===== src/rtl/ternary_dot_accumulator.sv =====
`default_nettype none
// ============================================================================
// Module : ternary_dot_accumulator
// Brief  : Ternary-weight dot product with a saturating accumulator and a
//          2-deep valid/ready result queue.
// Rev    : 1.0  initial release
// ============================================================================
module ternary_dot_accumulator #(
  parameter int ACT_W = 8,
  parameter int ACC_W = 20,
  parameter int LEN   = 256
) (
  input  logic             clk_in,
  input  logic             rst_in,
  input  logic             clear_in,
  input  logic             valid_in,
  input  logic [ACT_W-1:0] act_in,
  input  logic [1:0]       weight_in,
  input  logic             last_in,
  output logic [ACC_W-1:0] sum_out,
  output logic             valid_out,
  input  logic             ready_in,
  output logic             overflow_out,
  output logic             len_err_out,
  output logic             sat_out
);

  localparam int               CNT_W      = $clog2(LEN);
  localparam logic [CNT_W-1:0] C_LAST_IDX = CNT_W'(LEN - 1);
  localparam logic [ACC_W-1:0] C_MAX      = {1'b0, {(ACC_W-1){1'b1}}};
  localparam logic [ACC_W-1:0] C_MIN      = {1'b1, {(ACC_W-1){1'b0}}};

  logic [ACC_W-1:0] r_acc;
  logic [CNT_W-1:0] r_count;
  logic [ACC_W-1:0] r_head;
  logic [ACC_W-1:0] r_tail;
  logic [1:0]       r_fill;
  logic             r_ovf;
  logic             r_len_err;
  logic             r_sat;

  logic [ACC_W-1:0] w_act_ext;
  logic [ACC_W-1:0] w_prod;
  logic [ACC_W:0]   w_wide;
  logic             w_clamp;
  logic [ACC_W-1:0] w_nxt;
  logic             w_at_last;
  logic             w_push;
  logic             w_pop;

  assign w_act_ext = {{(ACC_W-ACT_W){act_in[ACT_W-1]}}, act_in};

  // Negation happens at ACC_W, so the most negative activation negates exactly.
  always_comb begin
    w_prod = '0;
    case (weight_in)
      2'b01:   w_prod = w_act_ext;
      2'b11:   w_prod = -w_act_ext;
      default: w_prod = '0;
    endcase
  end

  assign w_wide    = {r_acc[ACC_W-1], r_acc} + {w_prod[ACC_W-1], w_prod};
  assign w_clamp   = w_wide[ACC_W] ^ w_wide[ACC_W-1];
  assign w_nxt     = w_clamp ? (w_wide[ACC_W] ? C_MIN : C_MAX) : w_wide[ACC_W-1:0];
  assign w_at_last = (r_count == C_LAST_IDX);
  assign w_push    = valid_in & (w_at_last | last_in);
  assign w_pop     = (r_fill != 2'd0) & ready_in;

  always_ff @(posedge clk_in or negedge rst_in) begin
    if (!rst_in) begin
      r_acc     <= '0;
      r_count   <= '0;
      r_len_err <= 1'b0;
      r_sat     <= 1'b0;
    end else if (clear_in) begin
      r_acc     <= '0;
      r_count   <= '0;
      r_len_err <= 1'b0;
      r_sat     <= 1'b0;
    end else if (valid_in) begin
      if (w_push) begin
        r_acc   <= '0;
        r_count <= '0;
      end else begin
        r_acc   <= w_nxt;
        r_count <= r_count + 1'b1;
      end
      if (w_clamp)
        r_sat <= 1'b1;
      if (last_in != w_at_last)
        r_len_err <= 1'b1;
    end
  end

  // Head register keeps its value after the final pop so sum_out holds.
  always_ff @(posedge clk_in or negedge rst_in) begin
    if (!rst_in) begin
      r_head <= '0;
      r_tail <= '0;
      r_fill <= 2'd0;
      r_ovf  <= 1'b0;
    end else if (clear_in) begin
      r_head <= '0;
      r_tail <= '0;
      r_fill <= 2'd0;
      r_ovf  <= 1'b0;
    end else begin
      if (w_pop && r_fill == 2'd2)
        r_head <= r_tail;
      if (w_push) begin
        if (r_fill == 2'd0 || (r_fill == 2'd1 && w_pop))
          r_head <= w_nxt;
        else if (r_fill == 2'd1 || w_pop)
          r_tail <= w_nxt;
        else
          r_ovf <= 1'b1;
      end
      if (w_push && !w_pop && r_fill != 2'd2)
        r_fill <= r_fill + 2'd1;
      else if (!w_push && w_pop)
        r_fill <= r_fill - 2'd1;
    end
  end

  assign sum_out      = r_head;
  assign valid_out    = (r_fill != 2'd0);
  assign overflow_out = r_ovf;
  assign len_err_out  = r_len_err;
  assign sat_out      = r_sat;

endmodule
`default_nettype wire

===== config.mk =====
export PLATFORM = sky130hd
export DESIGN_NAME = ternary_dot_accumulator
export DESIGN_NICKNAME = d
export VERILOG_FILES = /design/src/rtl/ternary_dot_accumulator.sv
export SDC_FILE = /design/constraint.sdc
export NUM_CORES = 1
export LEC_CHECK = 0
export CAP_MARGIN = 0
export CORE_MARGIN = 2
export CORE_UTILIZATION = 49
export CTS_CLUSTER_DIAMETER = 40
export DETAILED_ROUTE_END_ITERATION = 10
export PLACE_DENSITY = 0.72
export SYNTH_ARGS = -nofsm -noshare
export SYNTH_HDL_FRONTEND = slang
export SYNTH_SLANG_ARGS = --single-unit

===== constraint.sdc =====
create_clock -name clk_in -period 2.9 [get_ports clk_in]
set_clock_uncertainty 0.2 [all_clocks]
set_input_delay 0.58 -clock clk_in [delete_from_list [all_inputs] [get_ports clk_in]]
set_output_delay 0.58 -clock clk_in [all_outputs]
set_load 0.005 [all_outputs]

==> flow_metrics.tcl, run 1 <==
set metrics [dict create \
    run_status "finished with violations" \
    failing_checks "negative setup slack" \
    crit_family "simple AND/OR/NAND/NOR gates" \
    total_negative_setup_slacks_ps -64990 \
    internal_power_mw 2.07 \
    max_slew.worst_pin.slew_ps 1320 \
    max_freq_mhz 248 \
    initial_core_util 0.511 \
    crit_required_ps 2960 \
    finalWorstPathRequiredPeriod_ps 4040 \
    critical_path.cell_chain "buf_6, or3_4, nor2_4, nand2_2, or3_4, ha_4, a21oi_4, ha_4, buf_6, a21oi_4, o211ai_1, a21oi_2, o211a_1, or3_4, a21o_4, buf_12, o21ai_0" \
    maximum_number_of_pins_on_one_net_before_global_route_repair 74 \
    synth-adder-area-share 0.0848 \
    worst_setup_ep_type "flip-flop" \
    worst_ir_drop_vdd_uv 385 \
    number_of_antenna_violations_at_the_first_check_in_global_routing 0 \
    gp_congestion 0.949 \
    dominant_combinational_cell_family_by_area_after_synthesis "compound AO/OA/AOI/OAI gates" \
    synth_compound_gate_area_share 0.252 \
    grt.total_usage 0.300 \
    report.final.slew_viol_count 0 \
    area_of_combinational_cells_with_multiple_inputs_sq_um 3390 \
    worst_skew_pair.late_latency_ps 350 \
    worstReg2RegStart "r_acc[0]$_DFFE_PN0P_" \
    worst_r2r_endpoint "sum_out[14]$_DFF_PN0_" \
    detailedRoute.firstIterationViolations 328 \
    synth.top_cells.by_area "sky130_fd_sc_hd__dfrtp_1 (38%), sky130_fd_sc_hd__ha_1 (7.4%), sky130_fd_sc_hd__o21ai_0 (5.7%)" \
    syn_nets 585 \
    via_per_inst 5.94 \
    setup_violations 61 \
    cp_num_buf_inv 3 \
    timing.critical_path.mode_cell "sky130_fd_sc_hd__or3_4" \
    std_cell_rows 35 \
    final_common_cell "sky130_fd_sc_hd__buf_4" \
    switchingPower_mw 1.25 \
    via_count_of_the_first_global_routing_pass 4812 \
    synthesis_to_finish_area_growth_pct 49.1 \
    postSynth.topFlopCell "sky130_fd_sc_hd__dfrtp_1" \
    synthXorXnorAreaFrac 0.0460 \
    power_frac_seq 0.359 \
    place_hpwl_um 10100 \
    post_synth_inst_count 540 \
    mappedNetlistArea_sq_um 4760 \
    synth.area.mux_share 0.0210 \
    drc_errors 0 \
    r2r_slack_ps -370 \
    power.density_cell_area_nw_per_um2 467 \
    final.setup.worst_slack_ps -1140 \
    design.portCount 40 \
    die_w_um 103 \
    cts-htree-levels 3 \
    dieArea_sq_um 10500 \
    remaining_max_slew_budget_at_the_tightest_pin 0.119 \
    numCtsBuffers 9 \
    placeableCoreArea_sq_um 9330 \
    final_antenna_diode_count 0 \
    swShare 0.376 \
    worst-endpoint-arrival_ps 4090 \
    post_layout_nonfiller_instances 821 \
    hold_path_class "primary input to async pin" \
    synth_warnings 0 \
    tritoncts "done" \
    clk_pin_slew_ps 80 \
    post_synth_and_or_nand_nor_area_fraction 0.174 \
    route.vias.total 4880 \
    cts.root.buffer_cell "sky130_fd_sc_hd__clkbuf_8" \
    holdWs_ps 148 \
    worst_setup_path_class "primary input to flip-flop" \
    dp_cells 789 \
    max_stage_delay_on_crit_path_ps 450 \
    die_height_um 103 \
    grt_first_pass_wirelength_um 24400 \
    post-synth-top-area-cell "sky130_fd_sc_hd__dfrtp_1" \
    grt_setup_unrepaired "yes" \
    critical_path.slowest_cell "sky130_fd_sc_hd__or3_4" \
    num-fill-cells 609 \
    async_reset_ff_frac 1.00 \
    wirelength_um 15600 \
    worst_setup_path_start_kind "primary input" \
    dp_slack_ps -2000 \
    timing.reg2reg.worst_path_depth 11 \
    fin_total_pwr_mw 3.32 \
    number_of_input_and_output_port_buffers_inserted 39 \
    synth.lib_cells_used.distinct 55 \
    overflow_after_grt 0 \
    report.final.hold_viol_count 0 \
    antenna_violating_nets_post_route 0 \
    comb_power_share 0.429 \
    clock-sinks 73 \
    clockPowerShare 0.213 \
    mostFrequentLayoutCells "sky130_fd_sc_hd__buf_4 (108), sky130_fd_sc_hd__dfrtp_1 (73), sky130_fd_sc_hd__nand2_1 (59), sky130_fd_sc_hd__clkdlybuf4s50_1 (31), sky130_fd_sc_hd__o21ai_2 (29)" \
    max_capacitance_violation_total 0 \
    syn_area_per_cell_sq_um 8.82 \
    layout_worst_path_cycle_share 1.39 \
    cts-root-to-sink-buffers 2 \
    synth.ff_latch_count 73 \
    first_pass_iters 5 \
    final_layout_size_suffix_gt1_frac 0.379 \
    power.static_leakage_nw 3.21 \
    synth-edff-count 0 \
    ys_seq_area_frac 0.383 \
    final_nets 732 \
    area.sequential_sq_um 1830 \
    yosys.area.top_type_share 0.383 \
    routedWlPerCell_um 19.0 \
    critical_path_peak_fanout 12 \
]
synthesized netlist by cell type (6+ instances only):
cell                       count
sky130_fd_sc_hd__o21ai_1       8
sky130_fd_sc_hd__clkbuf_1     19
sky130_fd_sc_hd__a21oi_1      44
sky130_fd_sc_hd__a21o_1        8
sky130_fd_sc_hd__nand4_1       7
sky130_fd_sc_hd__o22ai_1       9
sky130_fd_sc_hd__buf_2         6
sky130_fd_sc_hd__o21ai_0      54
sky130_fd_sc_hd__a21boi_0     11
sky130_fd_sc_hd__and2_1        7
sky130_fd_sc_hd__nand2_1      60
sky130_fd_sc_hd__ha_1         28
sky130_fd_sc_hd__nand3_1      11
sky130_fd_sc_hd__mux2i_1      10
sky130_fd_sc_hd__dfrtp_1      73
sky130_fd_sc_hd__a311oi_1     10
sky130_fd_sc_hd__nor3_1       11
sky130_fd_sc_hd__inv_1        11
sky130_fd_sc_hd__xor2_1       13
sky130_fd_sc_hd__nor2_1       29
sky130_fd_sc_hd__xnor2_1      12
sky130_fd_sc_hd__and3_1       17
sky130_fd_sc_hd__a211oi_1     15
worst register-to-register path: stages, from the launching register on:
cell	delay, ps
sky130_fd_sc_hd__dfrtp_1	400
sky130_fd_sc_hd__ha_1	260
sky130_fd_sc_hd__fa_2	370
sky130_fd_sc_hd__a21o_1	230
sky130_fd_sc_hd__a221oi_4	310
sky130_fd_sc_hd__o21ai_2	110
sky130_fd_sc_hd__buf_4	150
sky130_fd_sc_hd__buf_4	130
sky130_fd_sc_hd__o41ai_2	250
sky130_fd_sc_hd__xor2_1	310
sky130_fd_sc_hd__o21ai_1	170
sky130_fd_sc_hd__a31o_2	270
area by class of cell:
| cell class | count | share of cell area |
|---|---|---|
| clock inverter | 5 | 0.00458 |
| tap | 129 | 0.0227 |
| timing repair buffer | 167 | 0.214 |
| inverter | 11 | 0.00581 |
| clock buffer | 11 | 0.0185 |
| multi-input combinational | 425 | 0.477 |
| sequential | 73 | 0.257 |
kinds of logic after synthesis:
kind of cell,count (synthesis)
and+or+nand+nor,170
DFF,73
adders and majority gates,32
xor gates and xnor gates,25
muxes,10
buffers and inverters,43
AOI/OAI and AO/OA,187
repair_timing:
item / 4_1_cts / 5_1_grt
gates resized for setup: 134 / 57
endpoints found under the setup margin: 61 / 61
pin swaps: 55 / 31
cloned: 5 / 0
setup buffers: 12 / 3
hold buffers: 0 / 0
state kept, by name, indices dropped and copies added (netlist names):
name,flops
len_err_out,1
overflow_out,1
r_acc,20
r_count,8
r_fill,2
r_tail,20
sat_out,1
sum_out,20
stage by stage:
step | instance area (sq um) | utilization
detailed placement | 6100 | 0.654
floorplan | 4820 | -
global route | 7110 | 0.762
finish | 7110 | 0.762
CTS | 6870 | 0.736
global placement | 6100 | 0.654
power by group through the flow:
stage | Clock, mW | Combinational (mW) | Sequential, mW
after floorplan | 0 | 0.602 | 1.19
after global placement | 0 | 1.08 | 1.20
after detailed placement | 0 | 1.13 | 1.20
after CTS | 0.698 | 1.31 | 1.19
after global routing | 0.749 | 1.52 | 1.20
final | 0.707 | 1.42 | 1.19
worst max-delay path by stage:
stage / startpoint / cells past startpoint / to / slack (ps)
global route: act_in[3] / 17 / r_acc[5]$_DFFE_PN0P_ / -1300
finish: act_in[3] / 17 / r_acc[13]$_DFFE_PN0P_ / -1140
global placement: act_in[4] / 15 / sum_out[4]$_DFF_PN0_ / -1870
floorplan: act_in[4] / 15 / sum_out[18]$_DFF_PN0_ / -1300
detailed placement: act_in[4] / 16 / r_tail[18]$_DFFE_PN0P_ / -2000
CTS: act_in[3] / 15 / r_tail[18]$_DFFE_PN0P_ / -1190
per-layer routing:
metal  track usage  part of all wire  vias to the layer above
met5             0                 0                        -
met4         0.124             0.029                        0
met3        0.0529             0.054                       39
met2         0.509              0.50                      178
met1         0.379              0.41                     2381
li1              -                 -                     2282
Note: power is estimated with default switching activity, not from simulation.
==> inputs of run 2 (changes only) <==
Settings changed: MAX_ROUTING_LAYER from default to met4.
==> run 2 against run 1 <==
Compared with the run above:
- the flow still finishes with violations (negative setup slack)
- largest power group unchanged
- highest routed layer unchanged
- sequential cell count is the same
- fmax shrank 2.5%
- sequential power is essentially flat
- cell count grew 0.24%
- sequential share of layout area grew 0.20 points
- clock-buffer cell count shrank 1
- largest cell class unchanged
==> flow_metrics.tcl, run 2 (same netlist as run 1, synthesis figures left out) <==
set metrics [dict create \
    final_layout_size_suffix_gt1_frac 0.362 \
    grt.total_usage 0.307 \
    synthesis_to_finish_area_growth_pct 48.0 \
    r2r_slack_ps -470 \
    layout.cell_area.non_filler_sq_um 7050 \
    comb_power_share 0.378 \
    overflow_after_grt 0 \
    max_slew.worst_pin.slew_ps 1130 \
    switchingPower_mw 1.21 \
    final.setup.worst_slack_ps -1240 \
    power.density_cell_area_nw_per_um2 498 \
    detailed_place.area_sq_um 6010 \
    place_hpwl_um 10100 \
    crit_family "simple AND/OR/NAND/NOR gates" \
    worst_setup_path_start_kind "primary input" \
    initial_core_util 0.511 \
    hold_path_class "primary input to async pin" \
    wirelength_um 15500 \
    worstReg2RegStart "r_acc[0]$_DFFE_PN0P_" \
    detailedRoute.firstIterationViolations 350 \
    critical_path.slowest_cell "sky130_fd_sc_hd__or4_4" \
    worst_setup_path_class "primary input to flip-flop" \
    routedWlPerCell_um 18.9 \
    crit_required_ps 2980 \
    via_count_of_the_first_global_routing_pass 4848 \
    layout_worst_path_cycle_share 1.43 \
    run_status "finished with violations" \
    setup_violations 61 \
    design.portCount 40 \
    gp_congestion 0.897 \
    clockPowerShare 0.284 \
    internal_power_mw 2.30 \
    mostFrequentLayoutCells "sky130_fd_sc_hd__buf_4 (113), sky130_fd_sc_hd__dfrtp_1 (73), sky130_fd_sc_hd__nand2_1 (57), sky130_fd_sc_hd__o21ai_2 (31), sky130_fd_sc_hd__clkdlybuf4s50_1 (31)" \
    power_frac_seq 0.338 \
    fin_total_pwr_mw 3.51 \
    max_capacitance_violation_total 0 \
    worst_ir_drop_vdd_uv 336 \
    report.final.slew_viol_count 0 \
    critical_path_peak_fanout 3 \
    power.static_leakage_nw 3.24 \
    cts.hold.buffers_added 0 \
    max_freq_mhz 241 \
    remaining_max_slew_budget_at_the_tightest_pin 0.243 \
    finalWorstPathRequiredPeriod_ps 4140 \
    die_height_um 103 \
    via_per_inst 6.07 \
    std_cell_rows 35 \
    drc_errors 0 \
    cts-root-to-sink-buffers 2 \
    dieArea_sq_um 10500 \
    report.final.hold_viol_count 0 \
    number_of_antenna_violations_at_the_first_check_in_global_routing 0 \
    placeableCoreArea_sq_um 9330 \
    final_nets 734 \
    first_pass_iters 5 \
    route.vias.total 4996 \
    critical_path.cell_chain "buf_6, or3_4, nor2_4, nand2_2, or3_4, ha_4, a21oi_4, ha_4, a21o_1, o31ai_4, o21ai_2, a211o_1, or4_4, maj3_2, a211oi_2" \
    final_antenna_diode_count 0 \
    cts-htree-levels 3 \
    final_common_cell "sky130_fd_sc_hd__buf_4" \
    max_stage_delay_on_crit_path_ps 520 \
    numCtsBuffers 9 \
    number_of_input_and_output_port_buffers_inserted 39 \
    tritoncts "done" \
    failing_checks "negative setup slack" \
    timing.reg2reg.worst_path_depth 9 \
    clk_pin_slew_ps 90 \
    swShare 0.344 \
    antenna_violating_nets_post_route 0 \
    worst_r2r_endpoint "sum_out[18]$_DFF_PN0_" \
    cp_num_buf_inv 1 \
    grt_setup_unrepaired "yes" \
    worst_skew_pair.late_latency_ps 360 \
    maximum_number_of_pins_on_one_net_before_global_route_repair 74 \
    grt_first_pass_wirelength_um 24200 \
    die_w_um 103 \
    cts.root.buffer_cell "sky130_fd_sc_hd__clkbuf_8" \
    worst-endpoint-arrival_ps 4220 \
    worst_setup_ep_type "flip-flop" \
    clock-sinks 73 \
]
[run 2: changes by cell type in the layout (fill, tap and decap cells not counted), sizes merged]
cell and delta:
dlymetal6s2s +1, buf +3, bufinv +3, dlygate4sd2 -1, inv +1, nand2 -1
clkbuf -1, clkinvlp +1, clkinv -4
[run 2: layout make-up]
type,count,area (sq um)
repair buffers,170,1510
flip-flops and latches,73,1830
clock inverters,6,115
clock buffers,10,128
multi-input cells,424,3270
inverters,11,41.3
well taps,129,161
fillers,615,2280
[run 2: worst max-delay path by stage]
stage / from / to / slack, ps / cells past startpoint
after global routing: act_in[2] / sum_out[18]$_DFF_PN0_ / -1360 / 16
after detailed placement: act_in[4] / sum_out[4]$_DFF_PN0_ / -1980 / 15
after floorplan: act_in[4] / sum_out[18]$_DFF_PN0_ / -1300 / 15
final: act_in[2] / sum_out[18]$_DFF_PN0_ / -1240 / 15
after global placement: act_in[4] / sum_out[4]$_DFF_PN0_ / -1900 / 15
after CTS: act_in[3] / r_tail[18]$_DFFE_PN0P_ / -1250 / 15
[run 2: power groups by stage]
stage	registers, mW	clock network, mW	logic (mW)
2_1_floorplan	1.19	0	0.602
6_report	1.19	0.995	1.33
3_3_place_gp	1.20	0	1.06
4_1_cts	1.18	0.984	1.27
5_1_grt	1.19	1.03	1.43
3_5_place_dp	1.20	0	1.09
[run 2: what timing repair did]
| action | in CTS | in global routing |
|---|---|---|
| setup buffers | 22 | 7 |
| endpoints found under the setup margin | 61 | 61 |
| gates resized for setup | 153 | 28 |
| pin swaps | 53 | 32 |
| gates cloned | 2 | 0 |
[run 2: worst register-to-register path, delay by kind of cell, from the launching register on]
kind | cells | cell delay, ps
flops | 1 | 390
fa+ha+maj | 3 | 1010
simple gates | 1 | 520
compound gates | 5 | 1170
[run 2: routing by layer]
layer,vias to the layer above,track usage,share of wire
met2,206,0.502,0.50
met4,0,0.117,0.029
li1,2297,-,-
met5,-,-,0
met1,2446,0.387,0.42
met3,47,0.0454,0.059
[run 2: per-stage QoR]
step | setup slack, ps | cells | util | TNS (ps) | hold WS (ps)
5_1_grt | -1360 | 823 | 0.756 | -76660 | 227
6_report | -1240 | 823 | 0.756 | -66800 | 166
3_5_place_dp | -1980 | 780 | 0.644 | -113650 | 264
2_1_floorplan | -1300 | 540 | - | -70120 | 84.4
4_1_cts | -1250 | 819 | 0.740 | -63300 | 183
3_3_place_gp | -1900 | 780 | 0.644 | -111170 | 256
==> inputs of run 3 (changes only) <==
Settings changed: ABC_AREA from default to 1.
==> run 3 against run 2 <==
Compared with the run above:
- the flow still finishes with violations (negative setup slack)
- global-route usage down 2.9 points
- worst setup slack better by 1000 ps
- die area rose by 2.7%
- register-to-register slack improved by 530 ps
- combinational power increased by 6%
- clock-buffer cell count grew 2
- area after synthesis increased by 2.8%
- sequential power barely moved
- synthesized cell count increased by 31%
- routed wire length is 5.2% lower
- largest power group unchanged
- highest routed layer unchanged
==> flow_metrics.tcl, run 3 <==
set metrics [dict create \
    dp_slack_ps -1420 \
    via_per_inst 5.35 \
    number_of_input_and_output_port_buffers_inserted 39 \
    max_slew.worst_pin.slew_ps 741 \
    async_reset_ff_frac 1.00 \
    detailed_place.area_sq_um 6030 \
    final_layout_size_suffix_gt1_frac 0.314 \
    clk_pin_slew_ps 80 \
    overflow_after_grt 0 \
    routedWlPerCell_um 15.3 \
    postSynth.topFlopCell "sky130_fd_sc_hd__dfrtp_1" \
    antenna_violating_nets_post_route 0 \
    critical_path.slowest_cell "sky130_fd_sc_hd__ha_1" \
    post_synth_most_frequent_cells "sky130_fd_sc_hd__nand2_1 (257), sky130_fd_sc_hd__inv_1 (80), sky130_fd_sc_hd__dfrtp_1 (73), sky130_fd_sc_hd__a21oi_1 (49), sky130_fd_sc_hd__nand3_1 (38)" \
    failing_checks "negative setup slack" \
    maximum_number_of_pins_on_one_net_before_global_route_repair 74 \
    syn_nets 750 \
    dieArea_sq_um 10800 \
    most_instantiated_library_cell_after_synthesis "sky130_fd_sc_hd__nand2_1" \
    synth.area.mux_share 0 \
    layout.cell_area.non_filler_sq_um 7070 \
    place_hpwl_um 10100 \
    final_common_cell "sky130_fd_sc_hd__nand2_1" \
    detailedRoute.firstIterationViolations 301 \
    max_freq_mhz 319 \
    max_stage_delay_on_crit_path_ps 320 \
    worst_skew_pair.late_latency_ps 360 \
    die_height_um 104 \
    dominant_combinational_cell_family_by_area_after_synthesis "simple AND/OR/NAND/NOR gates" \
    final.setup.worst_slack_ps -231 \
    final_nets 871 \
    crit_required_ps 2950 \
    ys_seq_area_frac 0.373 \
    tritoncts "done" \
    placeableCoreArea_sq_um 9730 \
    synth.top_cells.by_area "sky130_fd_sc_hd__dfrtp_1 (37%), sky130_fd_sc_hd__nand2_1 (20%), sky130_fd_sc_hd__ha_1 (7.2%)" \
    mostFrequentLayoutCells "sky130_fd_sc_hd__nand2_1 (193), sky130_fd_sc_hd__buf_4 (84), sky130_fd_sc_hd__inv_1 (74), sky130_fd_sc_hd__dfrtp_1 (73), sky130_fd_sc_hd__nand2_2 (52)" \
    post_synth_inst_count 705 \
    numCtsBuffers 9 \
    report.final.slew_viol_count 0 \
    gp_congestion 0.971 \
    remaining_max_slew_budget_at_the_tightest_pin 0.505 \
    std_cell_rows 36 \
    layout_worst_path_cycle_share 1.08 \
    synth.lib_cells_used.distinct 33 \
    finalWorstPathRequiredPeriod_ps 3130 \
    total_negative_setup_slacks_ps -10510 \
    postLayoutCoreUtil 0.726 \
    crit_family "simple AND/OR/NAND/NOR gates" \
    synthXorXnorAreaFrac 0.0286 \
    cts-htree-levels 3 \
    cp_num_buf_inv 3 \
    cts-root-to-sink-buffers 2 \
    grt_first_pass_wirelength_um 23700 \
    run_status "finished with violations" \
    post-synth-top-area-cell "sky130_fd_sc_hd__dfrtp_1" \
    yosys.area.top_type_share 0.373 \
    max_capacitance_violation_total 0 \
    cts.root.buffer_cell "sky130_fd_sc_hd__clkbuf_8" \
    via_count_of_the_first_global_routing_pass 4973 \
    synth_warnings 0 \
    number_of_antenna_violations_at_the_first_check_in_global_routing 0 \
    synth.ff_latch_count 73 \
    design.portCount 40 \
    route.vias.total 5158 \
    cts.hold.buffers_added 0 \
    hold_path_class "primary input to async pin" \
    power.density_cell_area_nw_per_um2 493 \
    first_pass_iters 5 \
    final_antenna_diode_count 0 \
    syn_area_per_cell_sq_um 6.95 \
    r2r_slack_ps 60 \
    critical_path.cell_chain "buf_8, buf_4, nor3_4, nand4_1, ha_1, o21ai_2, ha_4, a21oi_2, nand2_1, nand2_1, nand2_2, nand2_2, nand4_1, nand2_4, nand2_8, buf_12, nand2_8, nand2_4, nand2_2, o21ai_2" \
    power.static_leakage_nw 3.57 \
    timing.critical_path.mode_cell "sky130_fd_sc_hd__nand2_2" \
    synth-adder-area-share 0.0756 \
    worst-endpoint-arrival_ps 3180 \
    grt.total_usage 0.278 \
    initial_core_util 0.503 \
    setup_violations 61 \
    die_w_um 104 \
    worst_ir_drop_vdd_uv 267 \
    worst_setup_path_start_kind "primary input" \
    mappedNetlistArea_sq_um 4900 \
    holdWs_ps 31.5 \
    synthesis_to_finish_area_growth_pct 44.3 \
    critical_path_peak_fanout 8 \
    post_synth_and_or_nand_nor_area_fraction 0.310 \
    drc_errors 0 \
    grt_setup_unrepaired "yes" \
    clock-sinks 73 \
    num-fill-cells 777 \
    report.final.hold_viol_count 0 \
    wirelength_um 14700 \
    worst_setup_path_class "primary input to flip-flop" \
    worst_setup_ep_type "flip-flop" \
    synth_compound_gate_area_share 0.126 \
    synth-edff-count 0 \
]
run 3: cell types whose count changed after synthesis, sizes merged, moves of 10 or more:
cell	before	now
a211oi	19	0
a21boi	11	0
a311oi	10	0
and3	17	0
inv	11	81
mux2i	10	0
nand2	61	263
nand3	11	39
run 3: power by group:
group / total [mW] / internal [mW] / switching (mW)
clock: 0.859 / 0.468 / 0.391
combinational: 1.41 / 0.629 / 0.784
sequential: 1.21 / 1.13 / 0.0875
total: 3.49 / 2.22 / 1.26
run 3: repair_timing:
action	CTS	global route
cloned	4	0
pin swaps	37	38
endpoints found under the setup margin	61	61
setup buffers	8	3
gates resized for setup	111	79
run 3: kinds of logic after synthesis:
logic type                 count (synthesis)
buffers and inverters                    105
AOI/OAI and AO/OA                        117
DFF                                       73
and+or+nand+nor                          365
xor gates and xnor gates                  16
adders and majority gates                 29
run 3: per-layer routing:
metal  wire length [um]  up-vias  global-route usage
li1                   -     2507                   -
met1               6390     2464               0.341
met2               7350      163               0.461
met3                738       24              0.0501
met4                255        0               0.104
met5                  0        -                   -
run 3: area by class of cell:
| type | count | area [sq um] | share of cell area |
|---|---|---|---|
| tap | 133 | 166 | 0.0235 |
| clock buffer | 12 | 165 | 0.0234 |
| sequential | 73 | 1830 | 0.258 |
| clock inverter | 4 | 48.8 | 0.00690 |
| inverter | 82 | 333 | 0.0471 |
| timing repair buffer | 130 | 1170 | 0.165 |
| multi-input combinational | 530 | 3360 | 0.475 |
run 3: worst paths after layout:
path / startpoint / to / cells past startpoint
setup / recovery: act_in[1] / r_tail[2]$_DFFE_PN0P_ / 20
hold / removal: rst_in / r_count[3]$_DFFE_PN0P_ / 2
setup reg to reg: r_count[0]$_DFFE_PN0P_ / sum_out[2]$_DFF_PN0_ / 15
hold reg to reg: r_tail[15]$_DFFE_PN0P_ / r_tail[15]$_DFFE_PN0P_ / 2
max in group asynchronous: rst_in / sum_out[18]$_DFF_PN0_ / 2
min in group clk_in: r_tail[15]$_DFFE_PN0P_ / r_tail[15]$_DFFE_PN0P_ / 2
run 3: per-stage QoR:
stage	power, mW	std cells
3_5_place_dp	2.33	933
2_1_floorplan	1.85	705
5_1_grt	3.67	964
3_3_place_gp	2.30	933
6_report	3.49	964
4_1_cts	3.33	961
